`src/rtl/seq_detect_param.sv`:
```
// Parametrised serial pattern detector with qualifying valid, overlap mode
// and a saturating match counter with synchronous clear.
module seq_detect_param #(
  parameter int unsigned          PAT_LEN = 5,
  parameter logic [PAT_LEN-1:0]   PATTERN = 5'b10010,
  parameter bit                   REPEAT  = 1'b1,
  parameter int unsigned          CNT_W   = 8
) (
  input  logic             clk,
  input  logic             rst_n,
  input  logic             data_in,
  input  logic             data_valid,
  input  logic             cnt_clr,
  output logic             data_out,
  output logic [CNT_W-1:0] match_cnt
);

  localparam int unsigned        FILL_W = $clog2(PAT_LEN + 1);
  localparam logic [FILL_W-1:0]  FULL   = FILL_W'(PAT_LEN);
  localparam logic [FILL_W-1:0]  LAST   = FILL_W'(PAT_LEN - 1);

  // Only the newest PAT_LEN-1 bits are stored: the oldest bit of a
  // PAT_LEN-bit history is shifted out before it could ever be compared.
  logic [PAT_LEN-2:0] hist_q, hist_d;
  logic [FILL_W-1:0]  fill_q, fill_d;
  logic               out_q, out_d;
  logic [CNT_W-1:0]   cnt_q, cnt_d;
  logic [PAT_LEN-1:0] window;
  logic               match;

  // Next-state: history shift, fill tracking, match pulse and counter.
  always_comb begin
    hist_d = hist_q;
    fill_d = fill_q;
    window = {hist_q, data_in};
    match  = data_valid && (fill_q >= LAST) && (window == PATTERN);
    out_d  = match;
    cnt_d  = cnt_q;

    if (data_valid) begin
      hist_d = window[PAT_LEN-2:0];
      if (match && !REPEAT) begin
        fill_d = '0;
      end else if (fill_q != FULL) begin
        fill_d = fill_q + 1'b1;
      end
    end

    if (match) begin
      if (cnt_clr) begin
        cnt_d = CNT_W'(1);
      end else if (cnt_q != '1) begin
        cnt_d = cnt_q + 1'b1;
      end
    end else if (cnt_clr) begin
      cnt_d = '0;
    end
  end

  // State registers with asynchronous active-low reset.
  always_ff @(posedge clk or negedge rst_n) begin
    if (!rst_n) begin
      hist_q <= '0;
      fill_q <= '0;
      out_q  <= 1'b0;
      cnt_q  <= '0;
    end else begin
      hist_q <= hist_d;
      fill_q <= fill_d;
      out_q  <= out_d;
      cnt_q  <= cnt_d;
    end
  end

  assign data_out  = out_q;
  assign match_cnt = cnt_q;

endmodule

```
`config.mk`:
```
export PLATFORM = sky130hd
export DESIGN_NAME = seq_detect_param
export DESIGN_NICKNAME = d
export VERILOG_FILES = /design/src/rtl/seq_detect_param.sv
export SDC_FILE = /design/constraint.sdc
export NUM_CORES = 1
export LEC_CHECK = 0
export CORE_MARGIN = 1.5
export CORE_UTILIZATION = 40
export CTS_CLUSTER_DIAMETER = 200
export DETAILED_ROUTE_END_ITERATION = 10
export GPL_TIMING_DRIVEN = 0
export PLACE_DENSITY = 0.74
export REMOVE_ABC_BUFFERS = 1
export SLEW_MARGIN = 20
export SYNTH_ARGS = -nofsm -noshare
export SYNTH_HDL_FRONTEND = slang
export SYNTH_SLANG_ARGS = --single-unit
```
`constraint.sdc`:
```
create_clock -name clk -period 1.9 [get_ports clk]
set_input_delay 0.38 -clock clk [delete_from_list [all_inputs] [get_ports clk]]
set_output_delay 0.38 -clock clk [all_outputs]
set_load 0.05 [all_outputs]
```
# Yosys cells after proc, flatten, opt, wreduce, memory -nomap -nowiden

Cells that the tools add are included.

Register bits after elaboration: 16
Latch bits: 0
Bits in writable memories: 0
Memory bits (read-only): 0
Bits of input ports: 5
Output and inout bits: 9
Memories: 0

$add $sub $neg: 2
Multiply operators: 0
Divide/modulo/power cells: 0
Magnitude comparators: 1
Equal/unequal tests: 3
Shift-type cells: 0
Multiplexer cells: 4
Bitwise operators: 0
Reductions and logical operators: 6

Operators with widths:

| kind                | number |
|---|---|
| $mux 8              | 4 |
| $add 8x1->8 const B | 1 |
| $ne 8x8->1 const B  | 1 |
| $eq 5x5->1 const B  | 1 |
| $reduce_and 2->1    | 2 |
| $reduce_bool 2->1   | 2 |
| $add 3x1->3 const B | 1 |
| $ge 3x3->1 const B  | 1 |
| $ne 3x3->1 const B  | 1 |
| $logic_and 1x1->1   | 2 |

# Longest topological paths before layout

Gate-level depths: netlist of run 1.

Depth after elaboration: 5
Mapped depth: 6
Depth with buffers taken out: 5

# Least setup slack after synthesis of run 1

OpenSTA, ideal clock, no wires.

Kind: register to register
From: reg cnt_q[0], in the netlist match_cnt[0]
To: reg cnt_q[5], in the netlist match_cnt[5]
Library setup time: 0.078 ns
Arrival time: 1.807 ns
Required time: 1.822 ns
Path slack: 0.015 ns
Stages on the path, launching flop included: 6
Buffers on the path: 0
Clock period less this slack: 1.885 ns
Cells stage by stage: dfrtp_1 > ha_1 > nand4_2 > o211ai_4 > or4_1 > a21oi_1

Word-level cells in the longest chain between the ends: 4
Elaborated cells on any way between the ends: 7
Those cells by class: add/sub (1); eq/ne (1); mux (3); reduce/logical (2)

RTL lines:

| item                     | RTL line | RTL |
|---|---|---|
| start: declaration       | 27       | `logic [CNT_W-1:0] cnt_q, cnt_d;` |
| start signal: assignment | 71       | `cnt_q <= cnt_d;` |
| $add 8x1->8              | 53       | `cnt_d = cnt_q + 1'b1;` |
| $mux 8                   | 52       | `end else if (cnt_q != '1) begin` |
| $mux 8                   | 50       | `if (cnt_clr) begin` |
| $mux 8                   | 49       | `if (match) begin` |

Parallel ways exist; a longest one is shown, timed or not. The select of a mux whose other input is x is not followed.
A chain may end at the register's enable or synchronous reset.

# Worst setup path in the final report of run 1

From: reg out_q, in the netlist data_out
To: out data_out

RTL lines:

| item                     | RTL line | RTL |
|---|---|---|
| start: declaration       | 26       | `logic out_q, out_d;` |
| start signal: assignment | 70       | `out_q <= out_d;` |
| end: declaration         | 14       | `output logic data_out,` |

No word-level cell between the ends.

==> metrics.cfg, run 1 <==
[route]
ant_nets=0
viasPerCell=5.42
drtIter0Drc=15
drcViolationCount=0
wl_per_cell_um=12.5
dr_total_vias=618
wirelength_mm=1.42
drt_first_pass_iters=4

[sta]
whs_ns=0.503
fmaxAchievable_mhz=563
worstMarginPinSlew_ns=0.696
hold_violations=0
min_period_over_period_pct=93.4
slew_viol_final=0
rsz0062_at_grt=no
fin_crit_ns=1.78
setup_slack_ns=0.125
max_slew_margin_pct=53.5
finalSetupViolCount=0
fin_skew_ns=0.00173

[floorplanning]
initial_core_util_pct=42.1
core_sq_um=1940
ios=14
design.die.area_sq_um=2320
die_y_um=48.2
die_width_um=48.2
num_rows=16

[finish]
final_cells=114
fillers=199
antenna_cells=0
layout_commonest_cell=dfrtp_1
area_growth_pct=21.7
layout-drive-gt1-share_pct=14.9
final_nets=96
mostFrequentLayoutCells=16 x dfrtp_1, 8 x dlygate4sd2_1, 7 x a21oi_1

[clock_tree]
htree_levels=1
cts_tree=built
clockBufferDepth=2
clk_latency_ns=0.28
path_clk_slew_ns=0.09
cts_made_buffers=3
root_buffer=clkbuf_4
clock-sinks=16

[worst_setup_path]
critPathMaxFanout=1
cpPeakStageDelay_ns=0.79
crit_path_start_kind=register
cp_cell_sequence=clkdlybuf4s50_1
crit_buf_inv=1
endpoint_kind=output port
reg2reg_slack_ns=0.13
cp_data_arrival_time_ns=1.40
cp.required_ns=1.52
r2r-start=match_cnt[0]$_DFFE_PN0P_
crit_family=buffers and inverters
criticalPathCategory=register to output port
cp-startpoint=data_out$_DFF_PN0_
slowest_stage=clkdlybuf4s50_1

[place]
post-place-ws_ns=-0.284
place_congestion=0.772
dp.cells=110
hpwl_mm=1.01
portBuffers=13

[grt]
grt_usage_pct=14.6
overflow=0
grt_pass1_vias=539
grt_max_degree=17
grt_antenna_before_repair=0
grt_pass1_wl_mm=2.26

[power]
swShare_pct=27.0
combPwrFrac_pct=19.0
seqPwrFrac_pct=53.6
p_clk_share_pct=27.4
p_leak_nw=0.469
internal-power_uw=584
power_density_nw_per_um2=804
p_switching_uw=216
max-vdd-ir-drop_mv=0.434

[synth]
synthMuxAreaShare_pct=9.19
ys_ff_latch=16
synth-simple-area-share_pct=21.0
synth_compound_area_share_pct=11.9
synth_fa_ha_area_share_pct=4.59
synth_cells=73
synth_edf_count=0
syn-cell-area_sq_um=817
synth_top_family_by_area=simple AND/OR/NAND/NOR gates
syn_area_per_cell_sq_um=11.2
async_flop_share_pct=100
synthXorXnorAreaFrac_pct=1.07
ys.flop_type=dfrtp_1
ys_types=31
yosysSeqAreaShare_pct=49.0
yosysWarnings=0

[job]
maxCapViolCount=0

[hold_path]
hp-class=register to register
min-delay-start=fill_q[2]$_DFFE_PN0P_

[status]
status=completed

[registers in the layout (all words and copies together) (netlist names)]
register / flops
hist_q: 4
match_cnt: 8
data_out: 1
fill_q: 3
[final timing paths]
check	end	depth (start not counted)
max in group asynchronous	hist_q[0]$_DFFE_PN0P_	1
setup reg to reg	match_cnt[7]$_DFFE_PN0P_	5
setup / recovery	data_out	1
hold / removal	fill_q[2]$_DFFE_PN0P_	1
hold reg to reg	fill_q[2]$_DFFE_PN0P_	1
min in group asynchronous	fill_q[0]$_DFFE_PN0P_	1
[layer usage]
metal  wire (um)  global-route usage [%]  up-vias
li1            -                       -      295
met1         647                    17.2      306
met2         689                    24.2       13
met3          71                    4.44        4
met4          16                    6.49        0
met5           0                       0        -
[timing repair]
action,CTS,global route
setup endpoints to repair,8,2
setup buffers,0,0
hold buffers,0,0
resized for setup,8,1
[cells in the mapped netlist (all sizes together) (2+ instances only)]
library cell / n / area (sq um)
nand3: 4 / 20.0
o21ai: 2 / 10.0
nand4: 2 / 18.8
and4: 2 / 17.5
mux2: 4 / 45.0
a21oi: 7 / 35.0
o211ai: 2 / 28.8
nor2: 4 / 15.0
inv: 3 / 11.3
dfrtp: 16 / 400
mux2i: 3 / 30.0
nand2: 4 / 15.0
clkbuf: 2 / 7.51
ha: 3 / 37.5
[power groups by stage]
stage	combinational [mW]	clock (mW)	sequential (mW)
6_report	0.152	0.219	0.428
2_1_floorplan	0.107	0	0.434
5_1_grt	0.172	0.249	0.434
3_5_place_dp	0.158	0	0.436
3_3_place_gp	0.147	0	0.433
4_1_cts	0.157	0.230	0.429
[kinds of logic after synthesis]
family                   count (synthesis)
adder cells (fa/ha/maj)                  3
AO/OA/AOI/OAI                           14
multiplexers                             7
flip-flops                              16
buffers and inverters                    6
AND/OR/NAND/NOR                         26
XOR/XNOR                                 1
[per-stage QoR]
step                util (%)  TNS [ns]  cell area, sq um  total power [mW]
floorplan                  -         0               802             0.541
global placement        49.7    -0.620               966             0.581
detailed placement      49.7    -0.690               966             0.594
CTS                     51.1         0               992             0.816
global route            51.2         0               995             0.856
finish                  51.2         0               995             0.799
[final cells by class]
type                    count  area, sq um  area share, %
repair buffers             13          123           12.3
flip-flops and latches     16          400           40.3
inverters                   3         11.3           1.13
multi-input cells          51          390           39.2
well taps                  27         33.8           3.40
clock buffers               4         36.3           3.65
Note: power is estimated with default switching activity, not from simulation.
==> inputs of run 2 (changes only) <==
--- a/config.mk
+++ b/config.mk
@@ -5,12 +5,15 @@
 export SDC_FILE = /design/constraint.sdc
 export NUM_CORES = 1
 export LEC_CHECK = 0
+export CAP_MARGIN = 20
+export CELL_PAD_IN_SITES_DETAIL_PLACEMENT = 2
+export CELL_PAD_IN_SITES_GLOBAL_PLACEMENT = 2
 export CORE_MARGIN = 1.5
-export CORE_UTILIZATION = 40
+export CORE_UTILIZATION = 32
 export CTS_CLUSTER_DIAMETER = 200
 export DETAILED_ROUTE_END_ITERATION = 10
 export GPL_TIMING_DRIVEN = 0
-export PLACE_DENSITY = 0.74
+export PLACE_DENSITY = 0.73
 export REMOVE_ABC_BUFFERS = 1
 export SLEW_MARGIN = 20
 export SYNTH_ARGS = -nofsm -noshare
==> run 2 against run 1 <==
Wire length increased by 23%; sequential power about the same; die area increased by 23%; cell count increased by 2.6%; critical path type is now primary input to register; largest cell class unchanged; largest power group unchanged.
==> metrics.cfg, run 2 (synthesis gave the netlist of run 1 again) <==
[power]
seqPwrFrac_pct=52.9  ; -0.7 points
power_density_nw_per_um2=815  ; +1.4%
p_clk_share_pct=28.1  ; +0.7 points
combPwrFrac_pct=19.0  ; about the same
p_switching_uw=229  ; +6.1%
p_leak_nw=0.458  ; -2.3%
internal-power_uw=583  ; about the same
swShare_pct=28.2  ; +1.2 points
max-vdd-ir-drop_mv=0.309  ; -29%
design_power_total_uw=812  ; +1.6%

[finish]
final_nets=96  ; unchanged
area_growth_pct=22.1
largest_reg_flops=8  ; unchanged
antenna_cells=0  ; unchanged
mostFrequentLayoutCells=16 x dfrtp_1, 9 x dlygate4sd2_1, 7 x a21oi_1
layout-drive-gt1-share_pct=16.1  ; +1.1 points
layout_commonest_cell=dfrtp_1
final_area_sq_um=997  ; +0.25%

[sta]
setup_slack_ns=0.0962  ; -0.0286 ns
min_period_over_period_pct=94.9  ; +1.5 points
slew_viol_final=0  ; unchanged
fin_setup_tns_ns=0  ; unchanged
fin_skew_ns=0.00264  ; +0.000910 ns
fin_crit_ns=1.80  ; +0.0286 ns
whs_ns=0.511  ; +0.00801 ns
rsz0062_at_grt=no
hold_violations=0  ; unchanged
worstMarginPinSlew_ns=0.739  ; +0.0435 ns
fmaxAchievable_mhz=554  ; -1.6%
finalSetupViolCount=0  ; unchanged
max_slew_margin_pct=50.6  ; -2.9 points

[clock_tree]
clk_latency_ns=0.28  ; about the same
cts_made_buffers=3  ; unchanged
htree_levels=1  ; unchanged
cts_hold_buffers=0  ; unchanged
cts_tree=built
cts_setup_buffers=0  ; unchanged
root_buffer=clkbuf_4
path_clk_slew_ns=0.10  ; about the same
clock-sinks=16  ; unchanged
clockBufferDepth=2  ; unchanged

[hold_path]
hp-class=register to register

[grt]
grt_use_met3_pct=2.78  ; -1.7 points
grt_pass1_vias=672  ; +25%
grtUsageMet1_pct=17.6  ; +0.46 points
grt_usage_pct=14.8  ; +0.20 points
overflow=0  ; unchanged
use_met2_pct=25.7  ; +1.5 points
grt_antenna_before_repair=0  ; unchanged
grt_most_used_layer=met2
grt_max_degree=17  ; unchanged
grt_pass1_wl_mm=3.06  ; +36%

[worst_setup_path]
endpoint_kind=register
cp.required_ns=2.11  ; +0.59 ns
cp_data_arrival_time_ns=2.01  ; +0.61 ns
crit_end=match_cnt[5]$_DFFE_PN0P_
r2r-start=match_cnt[0]$_DFFE_PN0P_
cp-startpoint=data_in
criticalPathCategory=primary input to register
reg2reg_to=match_cnt[5]$_DFFE_PN0P_
crit_path_start_kind=primary input
worst_r2r_path_depth=5  ; unchanged
reg2reg_slack_ns=0.15  ; +0.02 ns
critPathMaxFanout=10  ; +9

[floorplanning]
num_rows=18  ; +2
initial_core_util_pct=33.3  ; -8.8 points
core_sq_um=2450  ; +26%
ios=14  ; unchanged
design.die.area_sq_um=2870  ; +23%
die_width_um=53.5  ; +11%
die_y_um=53.5  ; +11%

[route]
ant_nets=0  ; unchanged
drcViolationCount=0  ; unchanged
wl_per_cell_um=15.0  ; +20%
drtIter0Drc=2  ; -13
drt_first_pass_iters=4  ; unchanged
wirelength_mm=1.76  ; +23%
viasPerCell=5.38  ; -0.67%
dr_total_vias=630  ; +1.9%

[place]
portBuffers=13  ; unchanged
post-place-ws_ns=-0.296  ; -0.0118 ns
place_area_sq_um=970  ; +0.39%
hpwl_mm=1.25  ; +24%
place_congestion=0.652  ; -16%

[status]
status=completed

[job]
maxCapViolCount=0  ; unchanged

-- run 2: changes by cell type in the layout (fill, tap and decap cells not counted), sizes merged --
cell          previous run  this run
dlygate4sd2              8         9
dlymetal6s2s             1         0
-- run 2: worst min-delay path by stage --
stage / startpoint / end / slack, ns / depth (start not counted)
CTS: fill_q[2]$_DFFE_PN0P_ / fill_q[2]$_DFFE_PN0P_ / 0.52 / 1
finish: fill_q[2]$_DFFE_PN0P_ / fill_q[2]$_DFFE_PN0P_ / 0.51 / 1
floorplan: rst_n / data_out$_DFF_PN0_ / 0.08 / 0
global placement: hist_q[3]$_DFFE_PN0P_ / hist_q[3]$_DFFE_PN0P_ / 0.50 / 1
global route: fill_q[2]$_DFFE_PN0P_ / fill_q[2]$_DFFE_PN0P_ / 0.55 / 1
detailed placement: fill_q[2]$_DFFE_PN0P_ / fill_q[2]$_DFFE_PN0P_ / 0.50 / 1
-- run 2: layer usage --
metal / part of all wire, % / up-vias
met3: 3.9 / 2
li1: - / 295
met5: 0 / -
met1: 45 / 321
met4: 0.80 / 0
met2: 50 / 12
-- run 2: power by group through the flow --
| stage | combinational (mW) | sequential (mW) | clock [mW] |
|---|---|---|---|
| floorplan | 0.107 | 0.434 | 0 |
| global placement | 0.151 | 0.437 | 0 |
| detailed placement | 0.164 | 0.439 | 0 |
| CTS | 0.163 | 0.432 | 0.242 |
| global route | 0.181 | 0.439 | 0.255 |
| finish | 0.154 | 0.430 | 0.228 |
-- run 2: final cells by class --
| type | count | area (sq um) |
|---|---|---|
| clock buffer | 4 | 36.3 |
| timing repair buffer | 13 | 119 |
| inverter | 3 | 11.3 |
| tap | 30 | 37.5 |
| sequential | 16 | 400 |
| multi-input combinational | 51 | 393 |
| fill | 271 | 1460 |
-- run 2: repair_timing --
| item | 4_1_cts | 5_1_grt |
|---|---|---|
| cloned | 0 | 0 |
| gates resized for setup | 9 | 1 |
| setup endpoints to repair | 9 | 1 |
| endpoints found under the hold margin | 0 | 0 |
-- run 2: per-stage QoR --
| step | util [%] | std cells |
|---|---|---|
| 6_report | 40.6 | 117 |
| 5_1_grt | 40.6 | 117 |
| 4_1_cts | 40.5 | 117 |
| 3_5_place_dp | 39.5 | 113 |
| 3_3_place_gp | 39.5 | 113 |
| 2_1_floorplan | - | 70 |
-- run 2: critical path, stage by stage --
cell and delay (ns):
clkdlybuf4s50_1 0.42, and4bb_4 0.37, o211ai_4 0.14, or4_1 0.53, a21oi_1 0.17
==> inputs of run 3 (changes only) <==
--- a/config.mk
+++ b/config.mk
@@ -11,6 +11,7 @@
 export CORE_MARGIN = 1.5
 export CORE_UTILIZATION = 32
 export CTS_CLUSTER_DIAMETER = 200
+export CTS_CLUSTER_SIZE = 28
 export DETAILED_ROUTE_END_ITERATION = 10
 export GPL_TIMING_DRIVEN = 0
 export PLACE_DENSITY = 0.73
==> results of run 3 <==
The final DEF is identical to that of run 2; final timing and power are the same.
==> variant 1: new RTL, settings of run 1 <==
Put one more register stage on the output `match_cnt`. The value now appears one clock later. The other outputs are not delayed to match.
--- a/src/rtl/seq_detect_param.sv
+++ b/src/rtl/seq_detect_param.sv
@@ -74,5 +74,7 @@
 
   assign data_out  = out_q;
-  assign match_cnt = cnt_q;
+  always_ff @(posedge clk) begin
+    match_cnt <= cnt_q;
+  end
 
 endmodule
Behaviour: not the same (a bounded check fails within 10 cycles, from zero or initial values and one cycle with rst_n low).
==> variant 1 against run 1 <==
Worst setup slack worse by 0.051 ns; cell area up 19%; routed wire length up 8.1%; synthesized area up 19%; power up 21%; first-iteration DRC count down 40%; non-clock buffer count up 2; sequential cell count up 8; critical path type unchanged; critical endpoint unchanged; largest cell class unchanged.
==> variant 1: results (changes against run 1) <==
Global route
  – Vias in the first global route: 602 (+12%)
  – First-pass GRT wire length: 2570 um (+14%)
  – GRT Overall Usage: 12.6% (-1.9 points)
  – Global routing usage on met1: 16.3% (-0.89 points)
  – Antenna violations before repair: 0 (unchanged)
  – Met3 Use GR: 4.29% (-0.16 points)
  – Met2 Use GR: 20.7% (-3.5 points)

Final layout
  – Nets@finish: 108 (+13%)
  – Regs by FF count: cnt_q: 8 flops, match_cnt: 8 flops, hist_q: 4 flops
  – Share of layout cells above drive strength 1: 13.1% (-1.8 points)

Detailed routing
  – Total wire length: 1540 um (+8.1%)
  – Total vias in the final route: 694 (+12%)
  – Highest routed layer: met4
  – Routed length on met2: 731 um (+6.1%)
  – DR iter-0 viols: 9 (-6)
  – Metal-1 WL: 724 um (+12%)
  – Routed wire per std cell: 12.1 um (-2.9%)
  – Wire length on met3: 77 um (+8.5%)

Placed design
  – Dpl hpwl: 1060 um (+4.5%)
  – Final GP Congestion: 0.755 (-2.1%)
  – DP Area: 0.00112 mm^2 (+16%)
  – DP Cell Count: 121 (+10%)
  – Setup WS pre-CTS: -0.415 ns (-0.131 ns)

Clock network
  – Later-pin clock latency in the skew report: 0.30 ns (+0.02 ns)
  – Reg clk slew, reported paths: 0.12 ns (+0.03 ns)
  – Resized Gates After CTS: 3 (-5)

STA
  – Max Clock Skew: 0.00327 ns (+0.00154 ns)
  – Relative max-transition margin: 52.7% (-0.72 points)

Power and ir drop
  – Gate power share: 15.2% (-3.8 points)
  – Peak supply drop: 480 uV (+11%)
  – Switching Power: 0.253 mW (+17%)
  – Comb pwr: 0.147 mW (-3%)
  – Leakage power of the design: 0.491 nW (+4.7%)

Synthesis
  – Commonest cells in the netlist: dfrtp_1 (16), a21oi_1 (9), dfxtp_1 (8)
  – Post-synthesis average cell area: 11.7 um^2 (+4.5%)
  – Fraction of registers with async set/reset: 66.7% (-33 points)
  – Synth cell types: 28 (-9.7%)
  – Post-Syn Area: 971 um^2 (+19%)
  – Sequential area share after synthesis: 57.7% (+8.7 points)
  – Synth area leaders: dfrtp_1 (41%), dfxtp_1 (16%), mux2_2 (5.8%), a21oi_1 (4.6%), ha_1 (3.9%)

Setup path
  – Worst path slowest cell: clkdlybuf4s50_1
  – Worst Path Arrival: 1.45 ns (+0.05 ns)

Outcome
  – Status: completed
[variant 1: worst paths after layout]
check	from	to	slack, ns	cells after the start
min in group asynchronous	rst_n	cnt_q[4]	0.48	1
max in group asynchronous	rst_n	hist_q[2]	0.97	1
hold reg to reg	cnt_q[4]	match_cnt[4]	0.45	0
hold / removal	cnt_q[4]	match_cnt[4]	0.45	0
setup / recovery	data_out	data_out	0.07	1
setup reg to reg	hist_q[1]	cnt_q[7]	0.18	4
[variant 1: cells by family after synthesis]
| logic type | count (synthesis) | share of synthesized area (%) |
|---|---|---|
| buf+inv | 6 | 3.22 |
| simple gates | 26 | 16.5 |
| flops | 24 | 57.7 |
| fa+ha+maj | 3 | 3.87 |
| xor+xnor | 1 | 0.902 |
| compound gates | 17 | 11.0 |
| mux | 6 | 6.83 |
[variant 1: area by class of cell]
type	count	area, um^2
Inverter	3	11.3
Timing Repair Buffer	15	145
Clock buffer	4	26.3
Multi-Input combinational cell	53	408
Fill cell	210	1070
Sequential cell	24	561
Tap cell	28	35.0
==> variant 2: new RTL, config.mk and constraints of run 1 <==
Without the edit above. `CNT_W`: 8 -> 7.
--- a/src/rtl/seq_detect_param.sv
+++ b/src/rtl/seq_detect_param.sv
@@ -5,5 +5,5 @@
   parameter logic [PAT_LEN-1:0]   PATTERN = 5'b10010,
   parameter bit                   REPEAT  = 1'b1,
-  parameter int unsigned          CNT_W   = 8
+  parameter int unsigned          CNT_W   = 7
 ) (
   input  logic             clk,
Ports: changed (resized match_cnt); port bits go from 14 to 13. The function was not compared with the original's and may differ.
==> variant 2 against run 1 <==
Worst setup slack got worse by 0.0062 ns; cell area decreased by 8.2%; cell count decreased by 9.6%; sequential cell count decreased by 1; synthesized cell count decreased by 11%; synthesized area decreased by 7.0%; routed wire length decreased by 4.8%; sequential share of layout area increased by 0.84 points; power decreased by 6.5%; critical path type unchanged; largest power group unchanged; highest routed layer unchanged.
==> variant 2: results (changes against run 1) <==
Power and ir drop
  – Peak supply drop: 439 uV (+1.3%)
  – Leakage power of the design: 0.450 nW (-4.1%)

Final layout
  – Share of layout cells above drive strength 1: 16.7% (+1.7 points)
  – Max reg flops: 7 (-1)
  – Nets@finish: 87 (-9.4%)
  – Final non-filler cell total: 103 (-9.6%)

Synthesis
  – Commonest cells in the netlist: dfrtp_1 (15), a21oi_1 (6), mux2_2 (5)
  – Synth area leaders: dfrtp_1 (49%), mux2_2 (7.4%), ha_1 (4.9%), a21oi_1 (4.0%), nand4b_4 (3.1%)
  – Sequential area share after synthesis: 49.4% (+0.42 points)
  – Synth cell types: 29 (-6.5%)

Worst hold path
  – Worst hold path type: input pin to asynchronous set/reset pin

Placed design
  – Port buffer count: 12 (-1)
  – Dpl hpwl: 957 um (-5.4%)
  – DP Cell Count: 99 (-10%)
  – Final GP Congestion: 0.761 (-1.4%)

Detailed routing
  – Total wire length: 1360 um (-4.8%)
  – Detailed Routing Iterations Pass 1: 4 (unchanged)
  – DR iter-0 viols: 9 (-6)
  – Total vias in the final route: 539 (-13%)

Setup path
  – R2R Path End: match_cnt[3]

Global route
  – GRT Overall Usage: 15.2% (+0.63 points)
  – First-pass GRT wire length: 2190 um (-2.7%)
  – Largest net degree at the start of global routing: 16 (-1)

Outcome
  – Status: completed

STA
  – Fmax: 561 MHz (-0.35%)
## variant 2: worst min-delay path by stage
| stage | from | endpoint | slack, ns | depth (start not counted) |
|---|---|---|---|---|
| after floorplan | rst_n | data_out | 0.08 | 0 |
| after global placement | hist_q[3] | hist_q[3] | 0.49 | 1 |
| after detailed placement | hist_q[3] | hist_q[3] | 0.49 | 1 |
| after CTS | rst_n | match_cnt[4] | 0.51 | 1 |
| after global routing | hist_q[3] | hist_q[3] | 0.53 | 1 |
| final | rst_n | match_cnt[1] | 0.49 | 1 |
## variant 2: final cells by class
cell class	count	area, um^2
Fill cell	154	832
Sequential cell	15	375
Multi-Input combinational cell	44	350
Timing Repair Buffer	12	119
Tap cell	25	31.3
Clock buffer	4	26.3
Inverter	3	11.3
## variant 2: report_power, final
part           leakage, nW  switching (mW)  total (mW)  internal, mW
Sequential           0.193          0.0455       0.414         0.369
Combinational        0.242          0.0729       0.148        0.0751
Clock               0.0150           0.103       0.185        0.0816
Total                0.450           0.222       0.747         0.526
## variant 2: per-stage QoR
step | power [mW] | cell area [um^2] | TNS (ns)
3_5_place_dp | 0.573 | 883 | -0.311
6_report | 0.747 | 913 | 0
2_1_floorplan | 0.515 | 732 | -0.0135
3_3_place_gp | 0.553 | 883 | -0.301
5_1_grt | 0.797 | 913 | 0
4_1_cts | 0.764 | 903 | 0
## variant 2: repair_timing
| item | in CTS | in global routing |
|---|---|---|
| resized for setup | 5 | 3 |
| setup endpoints to repair | 5 | 3 |
| setup buffers | 0 | 0 |
| endpoints found under the hold margin | 0 | 0 |
## variant 2: cell families (layout without fill, tap and decap cells)
group / Yosys count / count (layout) / share of synthesized area, %
compound gates: 14 / 14 / 11.7
simple gates: 20 / 20 / 18.9
xor+xnor: 1 / 1 / 1.15
flops: 15 / 15 / 49.4
fa+ha+maj: 3 / 3 / 4.94
buf+inv: 6 / 19 / 5.11
mux: 6 / 6 / 8.73
## variant 2: per-layer routing
metal | up-vias | global-route usage [%] | wire [um]
li1 | 264 | - | -
met1 | 258 | 19.2 | 584
met2 | 13 | 23.6 | 691
met3 | 4 | 3.53 | 56
met4 | 0 | 8.57 | 23
met5 | - | 0 | 0
